**config.mk**
```make
export PLATFORM = sky130hd
export DESIGN_NAME = servo_pwm_ramp
export DESIGN_NICKNAME = d
export VERILOG_FILES = /design/src/rtl/servo_pwm_ramp.sv
export SDC_FILE = /design/constraint.sdc
export NUM_CORES = 1
export LEC_CHECK = 0
export CAP_MARGIN = 20
export CELL_PAD_IN_SITES_DETAIL_PLACEMENT = 1
export CELL_PAD_IN_SITES_GLOBAL_PLACEMENT = 1
export CORE_MARGIN = 4
export CORE_UTILIZATION = 52
export DETAILED_ROUTE_END_ITERATION = 8
export PLACE_DENSITY = 0.89
export SYNTH_ARGS = -nofsm -noshare
export SYNTH_HDL_FRONTEND = slang
export SYNTH_SLANG_ARGS = --single-unit
```
**constraint.sdc**
```tcl
create_clock -name clk -period 9.8 [get_ports clk]
set_input_delay 2.94 -clock clk [delete_from_list [all_inputs] [get_ports clk]]
set_output_delay 2.94 -clock clk [all_outputs]
set_load 0.01 [all_outputs]
```
**src/rtl/servo_pwm_ramp.sv**
```systemverilog
// Servo PWM generator with a slew-limited angle ramp that advances once per PWM frame.
// The pulse width follows the commanded angle one frame late, through a serial divider.
module servo_pwm_ramp #(
  parameter int unsigned PERIOD_CYC = 1_000_000,
  parameter int unsigned MIN_PULSE  = 25_000,
  parameter int unsigned MAX_PULSE  = 125_000,
  parameter int unsigned ANGLE_MAX  = 180,
  parameter logic [31:0] STEP       = 32'h0002_0000,
  parameter logic [31:0] HOME       = 32'h005A_0000,
  parameter int unsigned HOME_PULSE = 75_000
) (
  input  logic        clk,
  input  logic        rst_n,
  input  logic        en,
  input  logic [31:0] angle_in,
  input  logic        angle_valid,
  output logic        pwm_out,
  output logic [31:0] cur_angle,
  output logic        at_target,
  output logic        clamped,
  output logic        frame_start,
  output logic        busy
);

  localparam int unsigned CW       = (PERIOD_CYC > 1) ? $clog2(PERIOD_CYC) : 1;
  localparam logic [CW-1:0] CNT_LAST = CW'(PERIOD_CYC - 1);
  localparam logic [31:0] AMAX_Q   = 32'(ANGLE_MAX) << 5'd16;
  localparam logic [32:0] DEN      = {1'b0, AMAX_Q};
  localparam logic [63:0] SPAN     = 64'(MAX_PULSE - MIN_PULSE);

  logic [CW-1:0] cnt_r;
  logic          frame_start_r;
  logic          pwm_r;
  logic [31:0]   target_r;
  logic [31:0]   cur_r;
  logic          clamped_r;
  logic [31:0]   pw_active_r;
  logic [31:0]   pw_next_r;
  logic          busy_r;
  logic [63:0]   quo_r;
  logic [31:0]   rem_r;
  logic [5:0]    iter_r;

  logic [31:0]   ramp_cur_s;
  logic [32:0]   rem_sh_s;
  logic [31:0]   rem_nxt_s;
  logic          q_bit_s;
  logic [63:0]   quo_nxt_s;
  logic          boundary_s;

  assign boundary_s = (cnt_r == CNT_LAST) && en;

  // Next commanded angle: move toward target by at most STEP.
  always_comb begin
    ramp_cur_s = cur_r;
    if (target_r >= cur_r) begin
      if ((target_r - cur_r) <= STEP) begin
        ramp_cur_s = target_r;
      end else begin
        ramp_cur_s = cur_r + STEP;
      end
    end else begin
      if ((cur_r - target_r) <= STEP) begin
        ramp_cur_s = target_r;
      end else begin
        ramp_cur_s = cur_r - STEP;
      end
    end
  end

  // One restoring-division step; remainder always stays below the divisor.
  always_comb begin
    rem_sh_s = {rem_r, quo_r[63]};
    if (rem_sh_s >= DEN) begin
      q_bit_s   = 1'b1;
      rem_nxt_s = 32'(rem_sh_s - DEN);
    end else begin
      q_bit_s   = 1'b0;
      rem_nxt_s = rem_sh_s[31:0];
    end
    quo_nxt_s = {quo_r[62:0], q_bit_s};
  end

  // Frame counter, frame strobe and registered PWM output.
  always_ff @(posedge clk or negedge rst_n) begin
    if (!rst_n) begin
      cnt_r         <= '0;
      frame_start_r <= 1'b0;
      pwm_r         <= 1'b0;
    end else begin
      cnt_r         <= (cnt_r == CNT_LAST) ? '0 : cnt_r + 1'b1;
      frame_start_r <= (cnt_r == CNT_LAST);
      pwm_r         <= en & (32'(cnt_r) < pw_active_r);
    end
  end

  // Target capture and once-per-frame ramp; the ramp sees the pre-capture target.
  always_ff @(posedge clk or negedge rst_n) begin
    if (!rst_n) begin
      target_r    <= HOME;
      cur_r       <= HOME;
      clamped_r   <= 1'b0;
      pw_active_r <= 32'(HOME_PULSE);
    end else begin
      if (angle_valid) begin
        target_r  <= (angle_in > AMAX_Q) ? AMAX_Q : angle_in;
        clamped_r <= (angle_in > AMAX_Q);
      end else begin
        target_r  <= target_r;
        clamped_r <= clamped_r;
      end
      if (boundary_s) begin
        cur_r       <= ramp_cur_s;
        pw_active_r <= pw_next_r;
      end else begin
        cur_r       <= cur_r;
        pw_active_r <= pw_active_r;
      end
    end
  end

  // Pulse-width divider: launched at cnt==0, 64 cycles, result loaded as busy drops.
  always_ff @(posedge clk or negedge rst_n) begin
    if (!rst_n) begin
      busy_r    <= 1'b0;
      quo_r     <= 64'd0;
      rem_r     <= 32'd0;
      iter_r    <= 6'd0;
      pw_next_r <= 32'(HOME_PULSE);
    end else if (busy_r) begin
      quo_r  <= quo_nxt_s;
      rem_r  <= rem_nxt_s;
      iter_r <= iter_r + 6'd1;
      if (iter_r == 6'd63) begin
        busy_r    <= 1'b0;
        pw_next_r <= 32'(MIN_PULSE) + quo_nxt_s[31:0];
      end else begin
        busy_r    <= 1'b1;
        pw_next_r <= pw_next_r;
      end
    end else if (cnt_r == '0) begin
      busy_r    <= 1'b1;
      quo_r     <= SPAN * {32'd0, cur_r};
      rem_r     <= 32'd0;
      iter_r    <= 6'd0;
      pw_next_r <= pw_next_r;
    end else begin
      busy_r    <= 1'b0;
      quo_r     <= quo_r;
      rem_r     <= rem_r;
      iter_r    <= iter_r;
      pw_next_r <= pw_next_r;
    end
  end

  assign pwm_out     = pwm_r;
  assign cur_angle   = cur_r;
  assign at_target   = (cur_r == target_r);
  assign clamped     = clamped_r;
  assign frame_start = frame_start_r;
  assign busy        = busy_r;

endmodule

```
==> impl_metrics.py, run 1 <==
metrics = {
    "routing": {
        "dr.pass1.iters": 5,
        "drtIter0Drc": 1440,
        "wl_per_cell_um": 22.92,
        "drt_wl_total_mm": 77.31,
        "num_vias": 20560,
        "ant_nets": 0,
        "drc": 0,
        "avgViaCountPerCell": 6.095,
    },
    "timing": {
        "period_share": 0.7254,
        "tightest_slew_ns": 1.065,
        "setup_violations": 0,
        "hold_violations": 0,
        "setup_ws_ns": 2.691,
        "drv_slew": 0,
        "grt_setup_unrepaired": "no",
        "clock_skew_ns": 0.01520,
        "final.setup.tns_ns": 0,
        "slew_headroom": 0.2749,
        "timing.fmax_mhz": 140.7,
        "fin_crit_ns": 7.109,
    },
    "synthesis": {
        "synthDominantCellAreaShare": 0.2507,
        "synth-async-reset-ratio": 1.000,
        "yosysWarnings": 0,
        "syn_area_um2": 22960,
        "synth-edff-count": 0,
        "syn_nets": 3155,
        "synthCells": 2744,
        "yosys_most_used_dff": "dfrtp_1",
        "ys_seq_area_frac": 0.2782,
        "yosys.cell_types.count": 88,
        "syn_area_per_cell_um2": 8.366,
        "synth.area.top_cells": "dfrtp_1, ha_1, fa_1, nand2_1, inv_1",
        "yosys.area.top_type": "dfrtp_1",
        "ys_seq_elements": 254,
    },
    "floorplanning": {
        "die_w_um": 218.1,
        "fp.dieH_um": 218.1,
        "pin_count": 73,
        "start_util": 0.5294,
        "core_um2": 43360,
        "die-area_um2": 47570,
        "row_count": 76,
    },
    "clock_tree": {
        "root_buffer": "clkbuf_16",
        "numCtsBuffers": 29,
        "cts-resized-gates": 0,
        "worstSkewPairLatency_ns": 0.57,
        "cts_max_level": 1,
        "cts_buffer_depth": 3,
        "postCtsSetupBuffers": 0,
        "cts.sinks": 254,
        "hold_buffers": 0,
        "cts_tree": "built",
        "clk_pin_slew_ns": 0.06,
    },
    "worst_setup_path": {
        "worstPathRequired_ns": 6.86,
        "arrival_ns": 4.17,
        "worst-path-buf-inv": 2,
        "r2r-end": "quo_r[41]$_DFFE_PN0P_",
        "r2r_cells": 21,
        "r2r_start": "cur_angle[3]$_DFFE_PN0P_",
        "critPathMaxFanout": 12,
        "rrSetupSlack_ns": 3.30,
        "critPathTopFamily": "simple AND/OR/NAND/NOR gates",
        "crit_chain": "inv_1 > ha_1 > nand2_1 > nor2_1 > nand2_1 > nor4_1 > and3_1 > clkdlybuf4s50_1",
        "crit_path_start_kind": "flip-flop",
        "cp_common_cell": "nand2_1",
        "critPathKind": "reg -> out",
        "slowest_stage": "nor4_1",
        "endpoint_kind": "output port",
        "critical_path.max_stage_delay_ns": 0.66,
    },
    "global_routing": {
        "track_usage": 0.3231,
        "grt_pass1_wl_mm": 123.6,
        "grt_max_degree": 143,
        "grt_pass1_vias": 22410,
        "overflow": 0,
        "antenna_found_initial": 2,
    },
    "power_and_ir_drop": {
        "p_leak_uw": 0.01195,
        "p_clk_frac": 0.412,
        "p_sw_frac": 0.3006,
        "ir_worst_vdd_v": 0.0001838,
        "p_int_uw": 1958,
        "pwr-share-seq": 0.414,
        "p_per_area_nw_per_um2": 111.3,
        "pwr-share-comb": 0.174,
        "power_switching_uw": 841.5,
    },
    "layout": {
        "multi_input_area_um2": 14990,
        "drive_gt1_frac": 0.04665,
        "final_common_cell": "nand2_1",
        "area_growth_pct": 9.571,
        "nets": 3176,
        "seq_area_um2": 6390,
        "fill_cells": 5199,
        "layout_common_cells": "nand2_1, inv_1, ha_1",
    },
    "min_path": {
        "hold_depth": 2,
        "whs_endpoint": "pw_active_r[23]$_DFFE_PN0P_",
        "hp-start": "pw_active_r[23]$_DFFE_PN0P_",
        "min_path_type": "reg -> reg",
    },
    "run": {
        "drv_cap": 0,
    },
    "placement": {
        "routabilityCongestion": 0.9386,
        "portBuffers": 72,
        "dp_hpwl_mm": 58.56,
        "dp_slack_ns": 3.405,
    },
    "outcome": {
        "status": "complete, no violations",
    },
}
-- metrics by stage --
stage	hold WS [ns]	cell area [um2]	std cells	total power (uW)	util
3_5_place_dp	0.4607	24150	3318	1647	0.5570
3_3_place_gp	0.4526	24150	3318	1602	0.5570
4_1_cts	0.4747	25140	3371	2807	0.5797
6_report	0.4737	25150	3373	2799	0.5801
5_1_grt	0.5061	25150	3372	2918	0.5800
2_1_floorplan	0.4386	22960	2744	1481	-
-- cell type report --
| class | instances | share of cell area |
|---|---|---|
| multi-input cells | 2073 | 0.5960 |
| repair buffers | 86 | 0.03383 |
| clock inverters | 16 | 0.006964 |
| diodes | 1 | 0.00009949 |
| well taps | 585 | 0.02910 |
| flip-flops and latches | 254 | 0.2540 |
| clock buffers | 37 | 0.03203 |
| inverters | 321 | 0.04790 |
-- worst max path at each step --
| stage | cells past startpoint | start | slack [ns] | to |
|---|---|---|---|---|
| 2_1_floorplan | 21 | cur_angle[2]$_DFFE_PN0P_ | 4.48 | quo_r[41]$_DFFE_PN0P_ |
| 3_3_place_gp | 8 | cur_angle[8]$_DFFE_PN0P_ | 3.59 | at_target |
| 3_5_place_dp | 8 | cur_angle[8]$_DFFE_PN0P_ | 3.41 | at_target |
| 4_1_cts | 8 | cur_angle[8]$_DFFE_PN0P_ | 2.77 | at_target |
| 5_1_grt | 8 | cur_angle[8]$_DFFE_PN0P_ | 2.53 | at_target |
| 6_report | 8 | cur_angle[8]$_DFFE_PN0P_ | 2.69 | at_target |
-- kinds of logic after synthesis --
group / after synthesis / share of synthesized area
buf+inv: 417 / 0.06988
mux: 23 / 0.01079
flops: 254 / 0.2782
compound gates: 686 / 0.1830
xor+xnor: 165 / 0.06295
fa+ha+maj: 376 / 0.2303
simple gates: 823 / 0.1648
-- cells in the mapped netlist, types with 7 or more instances --
| library cell | n |
|---|---|
| a21o_1 | 47 |
| o211ai_1 | 17 |
| or4_1 | 7 |
| inv_1 | 321 |
| nand4_1 | 25 |
| nor2_1 | 141 |
| a21oi_1 | 172 |
| dfstp_2 | 24 |
| mux2i_1 | 18 |
| nand3b_1 | 7 |
| nand3_1 | 78 |
| nor2b_1 | 18 |
| buf_2 | 16 |
| clkbuf_1 | 69 |
| and3_1 | 31 |
| o31ai_1 | 10 |
| nor4_1 | 34 |
| buf_1 | 8 |
| xor2_1 | 78 |
| a211oi_1 | 9 |
| xnor2_1 | 87 |
| dfrtp_1 | 230 |
| or3_1 | 23 |
| fa_1 | 78 |
| o21a_1 | 30 |
| nor3_1 | 33 |
| a211o_1 | 10 |
| and2_1 | 11 |
| a31oi_1 | 31 |
| o21bai_1 | 13 |
| ha_1 | 297 |
| nand2_1 | 375 |
| o21ai_0 | 234 |
| a31o_2 | 9 |
| o21ai_1 | 19 |
| o22ai_1 | 8 |
| nand2b_1 | 21 |
-- power groups by stage --
stage	Clock [uW]	Sequential, uW	Combinational, uW
after floorplan	0	1160	324
final	1150	1160	486
after global routing	1210	1170	540
after detailed placement	0	1180	472
after global placement	0	1170	432
after CTS	1160	1160	485
-- per-layer routing --
layer  share of wire  track usage
met2            0.47       0.5368
met4           0.032      0.09269
met5               0            0
met3           0.056      0.05159
met1            0.44       0.4393
-- registers in the layout (all words and copies together), names as in the netlist --
name,count
clamped,1
iter_r,6
pw_next_r,32
frame_start,1
cur_angle,32
busy,1
quo_r,64
cnt_r,20
pw_active_r,32
target_r,32
pwm_out,1
rem_r,32
-- worst min-delay path, stage by stage, from the launching register on --
cell     delay (ns)
dfrtp_1        0.34
nand2_1        0.05
nand2_1        0.05
(Power assumes the default switching activity.)
==> inputs of run 2 (changes only) <==
--- a/config.mk
+++ b/config.mk
@@ -9,9 +9,9 @@
 export CELL_PAD_IN_SITES_DETAIL_PLACEMENT = 1
 export CELL_PAD_IN_SITES_GLOBAL_PLACEMENT = 1
 export CORE_MARGIN = 4
-export CORE_UTILIZATION = 52
+export CORE_UTILIZATION = 49
 export DETAILED_ROUTE_END_ITERATION = 8
-export PLACE_DENSITY = 0.89
+export PLACE_DENSITY = 0.85
 export SYNTH_ARGS = -nofsm -noshare
 export SYNTH_HDL_FRONTEND = slang
 export SYNTH_SLANG_ARGS = --single-unit
==> constraint.sdc (replaced) <==
create_clock -name clk -period 7.26 [get_ports clk]
set_input_delay 2.178 -clock clk [delete_from_list [all_inputs] [get_ports clk]]
set_output_delay 2.178 -clock clk [all_outputs]
set_load 0.01 [all_outputs]
==> run 2 against run 1 <==
Net effect: utilization is 3.7 points lower; power is 36% higher; largest power group is now the clock network; clock-buffer cell count is 7 higher; sequential share of layout area is 0.074 points lower; critical path depth is 14 higher; final cell count is 0.65% higher; sequential cell count stayed put; critical endpoint is now quo_r[47]$_DFFE_PN0P_.
==> impl_metrics.py, run 2 (synthesis gave the netlist of run 1 again) <==
metrics = {
    "outcome": {
        "status": "complete, no violations",
    },
    "global_routing": {
        "overflow": 0,
        "antenna_found_initial": 2,
        "grt_max_degree": 140,
        "grt_pass1_wl_mm": 118.5,
        "grt_pass1_vias": 21590,
        "track_usage": 0.2882,
    },
    "floorplanning": {
        "start_util": 0.4941,
        "die_w_um": 224.4,
        "row_count": 79,
        "die-area_um2": 50380,
        "pin_count": 73,
        "core_um2": 46460,
        "fp.dieH_um": 224.4,
    },
    "timing": {
        "setup_violations": 0,
        "drv_slew": 0,
        "period_share": 0.8577,
        "final.setup.tns_ns": 0,
        "clock_skew_ns": 0.03050,
        "tightest_slew_ns": 1.037,
        "slew_headroom": 0.3024,
        "grt_setup_unrepaired": "no",
        "hold_violations": 0,
        "fin_crit_ns": 6.227,
        "timing.fmax_mhz": 160.6,
    },
    "clock_tree": {
        "cts-resized-gates": 0,
        "hold_buffers": 0,
        "cts_tree": "built",
        "cts_max_level": 1,
        "worstSkewPairLatency_ns": 0.61,
        "cts.sinks": 254,
        "clk_pin_slew_ns": 0.06,
        "cts_buffer_depth": 3,
        "numCtsBuffers": 30,
        "postCtsSetupBuffers": 0,
        "root_buffer": "clkbuf_16",
    },
    "power_and_ir_drop": {
        "total_power_uw": 3800,
        "p_sw_frac": 0.2942,
        "p_per_area_nw_per_um2": 150.6,
        "pwr-share-seq": 0.413,
        "power_switching_uw": 1118,
        "p_leak_uw": 0.01196,
        "ir_worst_vdd_v": 0.0001994,
        "pwr-share-comb": 0.169,
        "p_clk_frac": 0.419,
        "p_int_uw": 2682,
    },
    "layout": {
        "layout_common_cells": "nand2_1, inv_1, ha_1",
        "largest_reg_flops": 64,
        "fill_cells": 5560,
        "final_cells": 3395,
        "top_register": "quo_r",
        "final_common_cell": "nand2_1",
        "drive_gt1_frac": 0.04555,
        "nets": 3175,
        "area_growth_pct": 9.893,
        "antenna_cells": 0,
    },
    "worst_setup_path": {
        "arrival_ns": 6.70,
        "worstPathRequired_ns": 7.73,
        "crit_path_start_kind": "flip-flop",
        "critPathMaxFanout": 9,
        "rrSetupSlack_ns": 1.03,
        "endpoint_kind": "flip-flop",
        "critPathKind": "reg -> reg",
    },
    "routing": {
        "drtIter0Drc": 1333,
        "drt_wl_total_mm": 73.42,
        "ant_nets": 0,
        "dr.pass1.iters": 5,
        "num_vias": 20250,
        "avgViaCountPerCell": 5.966,
        "wl_per_cell_um": 21.63,
        "drc": 0,
    },
    "placement": {
        "dp_hpwl_mm": 56.30,
        "portBuffers": 72,
        "routabilityCongestion": 0.9197,
        "place_inst": 3338,
    },
    "run": {
        "drv_cap": 0,
    },
    "min_path": {
        "min_path_type": "reg -> reg",
    },
}
==> run 2: path summary, 6_finish.rpt <==
kind,start,end,cells past startpoint
setup / recovery,cur_angle[3]$_DFFE_PN0P_,quo_r[47]$_DFFE_PN0P_,22
setup reg to reg,cur_angle[3]$_DFFE_PN0P_,quo_r[47]$_DFFE_PN0P_,22
hold / removal,pw_active_r[27]$_DFFE_PN0P_,pw_active_r[27]$_DFFE_PN0P_,2
max in group asynchronous,rst_n,quo_r[56]$_DFFE_PN0P_,2
min in group asynchronous,rst_n,cnt_r[4]$_DFF_PN0_,1
hold reg to reg,pw_active_r[27]$_DFFE_PN0P_,pw_active_r[27]$_DFFE_PN0P_,2
==> run 2: layer usage <==
metal,vias up,GRT usage,part of all wire
met5,-,0,0.00018
met4,2,0.06304,0.022
met3,120,0.05364,0.060
met2,452,0.4692,0.47
met1,10220,0.4045,0.45
li1,9461,-,-
==> run 2: power by group through the flow <==
stage / Clock [uW] / Sequential [uW] / Combinational, uW
CTS: 1620 / 1570 / 640
global placement: 0 / 1580 / 582
finish: 1590 / 1570 / 640
global route: 1680 / 1580 / 719
floorplan: 0 / 1560 / 438
detailed placement: 0 / 1590 / 627
==> run 2: layout make-up <==
cell class                      count  area, um2  share of cell area
Multi-Input combinational cell   2073      15000              0.5946
Sequential cell                   254       6390              0.2533
Inverter                          321       1205             0.04776
Clock buffer                       44      863.3             0.03422
Timing Repair Buffer               84      832.0             0.03298
Tap cell                          607      759.5             0.03011
Clock inverter                     12      177.7            0.007043
==> run 2: worst max-delay path, cell delays in order, from the launching register on <==
cell and delay, ns:
dfrtp_1 0.50, ha_1 0.42, xor2_1 0.28, xor2_1 0.11, ha_1 0.20, a31o_2 0.23, fa_1 0.52, inv_1 0.06
fa_1 0.54, inv_1 0.05, ha_1 0.35, and3_1 0.17, o211ai_1 0.11, o21bai_1 0.21, a21oi_1 0.36, o21ai_0 0.19
a21boi_0 0.56, a21oi_1 0.23, o311a_1 0.44, o21ai_0 0.22, xnor2_1 0.14, o21ai_0 0.08, o21a_1 0.14
==> run 2: per-stage QoR <==
step                      worst slack [ns]  utilization  hold slack, ns  cell area [um2]
after global placement               1.377       0.5202          0.4499            24170
after floorplan                      1.939            -          0.4386            22960
final                                1.033       0.5430          0.4749            25230
after global routing                0.5132       0.5430          0.4985            25230
after detailed placement             1.156       0.5202          0.4582            24170
after CTS                            1.072       0.5426          0.4721            25210
==> inputs of run 3 (changes only) <==
--- a/config.mk
+++ b/config.mk
@@ -5,13 +5,13 @@
 export SDC_FILE = /design/constraint.sdc
 export NUM_CORES = 1
 export LEC_CHECK = 0
-export CAP_MARGIN = 20
 export CELL_PAD_IN_SITES_DETAIL_PLACEMENT = 1
 export CELL_PAD_IN_SITES_GLOBAL_PLACEMENT = 1
 export CORE_MARGIN = 4
 export CORE_UTILIZATION = 49
 export DETAILED_ROUTE_END_ITERATION = 8
 export PLACE_DENSITY = 0.85
+export REMOVE_ABC_BUFFERS = 1
 export SYNTH_ARGS = -nofsm -noshare
 export SYNTH_HDL_FRONTEND = slang
 export SYNTH_SLANG_ARGS = --single-unit
==> run 3 against run 2 <==
Net effect: clock power barely moved; critical path depth shrank 1; sequential cell count unchanged; global-route usage fell by 0.16 points.
==> impl_metrics.py, run 3 (synthesis gave the netlist of run 1 again) <==
metrics = {
    "outcome": {
        "status": "complete, no violations",
    },
    "placement": {
        "dp_hpwl_mm": 57.03,
        "place_inst": 3342,
        "portBuffers": 72,
        "dp_slack_ns": 1.099,
        "placed_area_um2": 24200,
        "routabilityCongestion": 0.9544,
    },
    "timing": {
        "hold_violations": 0,
        "timing.fmax_mhz": 157.5,
        "drv_slew": 0,
        "grt_setup_unrepaired": "no",
        "slew_headroom": 0.3166,
        "final.setup.tns_ns": 0,
        "setup_violations": 0,
        "whs_ns": 0.4735,
        "clock_skew_ns": 0.03243,
        "period_share": 0.8745,
        "fin_crit_ns": 6.349,
        "setup_ws_ns": 0.9115,
        "tightest_slew_ns": 1.016,
    },
    "routing": {
        "drc": 0,
        "dr.pass1.iters": 5,
        "ant_nets": 0,
        "wl_per_cell_um": 21.61,
        "drt_wl_total_mm": 73.50,
        "num_vias": 20180,
        "drtIter0Drc": 1312,
        "avgViaCountPerCell": 5.934,
    },
    "power_and_ir_drop": {
        "p_per_area_nw_per_um2": 148.6,
        "p_leak_uw": 0.01196,
        "ir_worst_vdd_v": 0.0001791,
    },
    "run": {
        "drv_cap": 0,
    },
    "worst_setup_path": {
        "critPathMaxFanout": 9,
        "endpoint_kind": "flip-flop",
        "critical_path.max_stage_delay_ns": 0.55,
        "r2r_start": "cur_angle[2]$_DFFE_PN0P_",
        "critPathTopFamily": "compound AO/OA/AOI/OAI gates",
        "rrSetupSlack_ns": 0.91,
        "slowest_stage": "fa_1",
        "crit_chain": "ha_1 > xor2_1 > xor2_1 > ha_1 > fa_1 > inv_1 > fa_1 > inv_1 > ha_1 > and3_1 > o211ai_1 > o21bai_1 > a21oi_1 > o21ai_0 > a21boi_0 > a21oi_1 > o311a_1 > o21ai_0 > xnor2_1 > o21ai_0 > o21a_1",
        "arrival_ns": 6.89,
        "r2r-end": "quo_r[47]$_DFFE_PN0P_",
        "worst-path-buf-inv": 2,
        "crit_path_start_kind": "flip-flop",
        "worstPathRequired_ns": 7.80,
        "r2r_cells": 21,
        "critPathKind": "reg -> reg",
    },
    "layout": {
        "area_growth_pct": 9.854,
        "layout_common_cells": "nand2_1, inv_1, ha_1",
        "fill_cells": 5596,
        "finalInstanceArea_um2": 25220,
        "top_register": "quo_r",
        "largest_reg_flops": 64,
        "final_common_cell": "nand2_1",
        "drive_gt1_frac": 0.04801,
        "nets": 3178,
        "final_cells": 3401,
    },
    "global_routing": {
        "grt_max_degree": 134,
        "grt_pass1_vias": 21530,
        "grt_pass1_wl_mm": 117.4,
        "overflow": 0,
        "antenna_found_initial": 3,
        "track_usage": 0.2866,
    },
    "floorplanning": {
        "die_w_um": 224.4,
        "pin_count": 73,
        "start_util": 0.4941,
        "die-area_um2": 50380,
        "core_um2": 46460,
        "fp.dieH_um": 224.4,
        "row_count": 79,
    },
    "clock_tree": {
        "cts_tree": "built",
        "numCtsBuffers": 30,
        "cts_max_level": 1,
        "cts.sinks": 254,
        "worstSkewPairLatency_ns": 0.62,
        "clk_pin_slew_ns": 0.07,
        "root_buffer": "clkbuf_16",
        "cts_buffer_depth": 3,
        "postCtsSetupBuffers": 0,
        "hold_buffers": 0,
        "cts-resized-gates": 0,
    },
    "min_path": {
        "hp-start": "pw_active_r[27]$_DFFE_PN0P_",
        "min_path_type": "reg -> reg",
        "hold_depth": 2,
        "whs_endpoint": "pw_active_r[27]$_DFFE_PN0P_",
    },
}
[run 3: cell count changes in the layout (fill, tap and decap cells not counted), moves of 2 or more]
cell	delta
clkbuf_8	-2
diode_2	+3
clkinv_2	+5
clkbuf_1	-4
buf_4	+4
inv_6	+2
[run 3: how the worst max path moves through the flow]
stage / start / to / slack [ns] / cells after the start
final: cur_angle[2]$_DFFE_PN0P_ / quo_r[47]$_DFFE_PN0P_ / 0.91 / 21
after global routing: cur_angle[2]$_DFFE_PN0P_ / quo_r[47]$_DFFE_PN0P_ / 0.55 / 22
after CTS: cur_angle[2]$_DFFE_PN0P_ / quo_r[47]$_DFFE_PN0P_ / 0.94 / 21
after detailed placement: cur_angle[2]$_DFFE_PN0P_ / quo_r[47]$_DFFE_PN0P_ / 1.10 / 21
after global placement: cur_angle[2]$_DFFE_PN0P_ / quo_r[47]$_DFFE_PN0P_ / 1.27 / 22
after floorplan: en / cur_angle[27]$_DFFE_PN0P_ / 0.54 / 6
[run 3: cell type report]
type	instances	area [um2]	share of cell area
Multi-Input combinational cell	2073	15000	0.5947
Sequential cell	254	6390	0.2534
Inverter	321	1205	0.04778
Timing Repair Buffer	87	850.8	0.03374
Clock buffer	38	820.8	0.03255
Tap cell	607	759.5	0.03012
Clock inverter	18	187.7	0.007442
Antenna cell	3	7.507	0.0002977
[run 3: metal layers]
layer,share of wire,wire [um],global-route usage
met5,0,0,0
met1,0.43,31280,0.3649
met3,0.048,3502,0.04907
met4,0.035,2571,0.09368
met2,0.49,36150,0.4980
[run 3: power breakdown]
| group | internal, uW | total, uW | switching, uW |
|---|---|---|---|
| Combinational | 260 | 621 | 362 |
| Sequential | 1490 | 1560 | 76.9 |
| Clock | 879 | 1560 | 684 |
[run 3: worst min-delay path, delay by kind of cell, from the launching register on]
kind	cells	cell delay, ns
and+or+nand+nor	2	0.10
DFF	1	0.34
[run 3: per-stage QoR]
stage               total power, uW  utilization
CTS                            3777       0.5427
detailed placement             2200       0.5210
global route                   3930       0.5427
floorplan                      1997            -
global placement               2157       0.5210
finish                         3748       0.5428
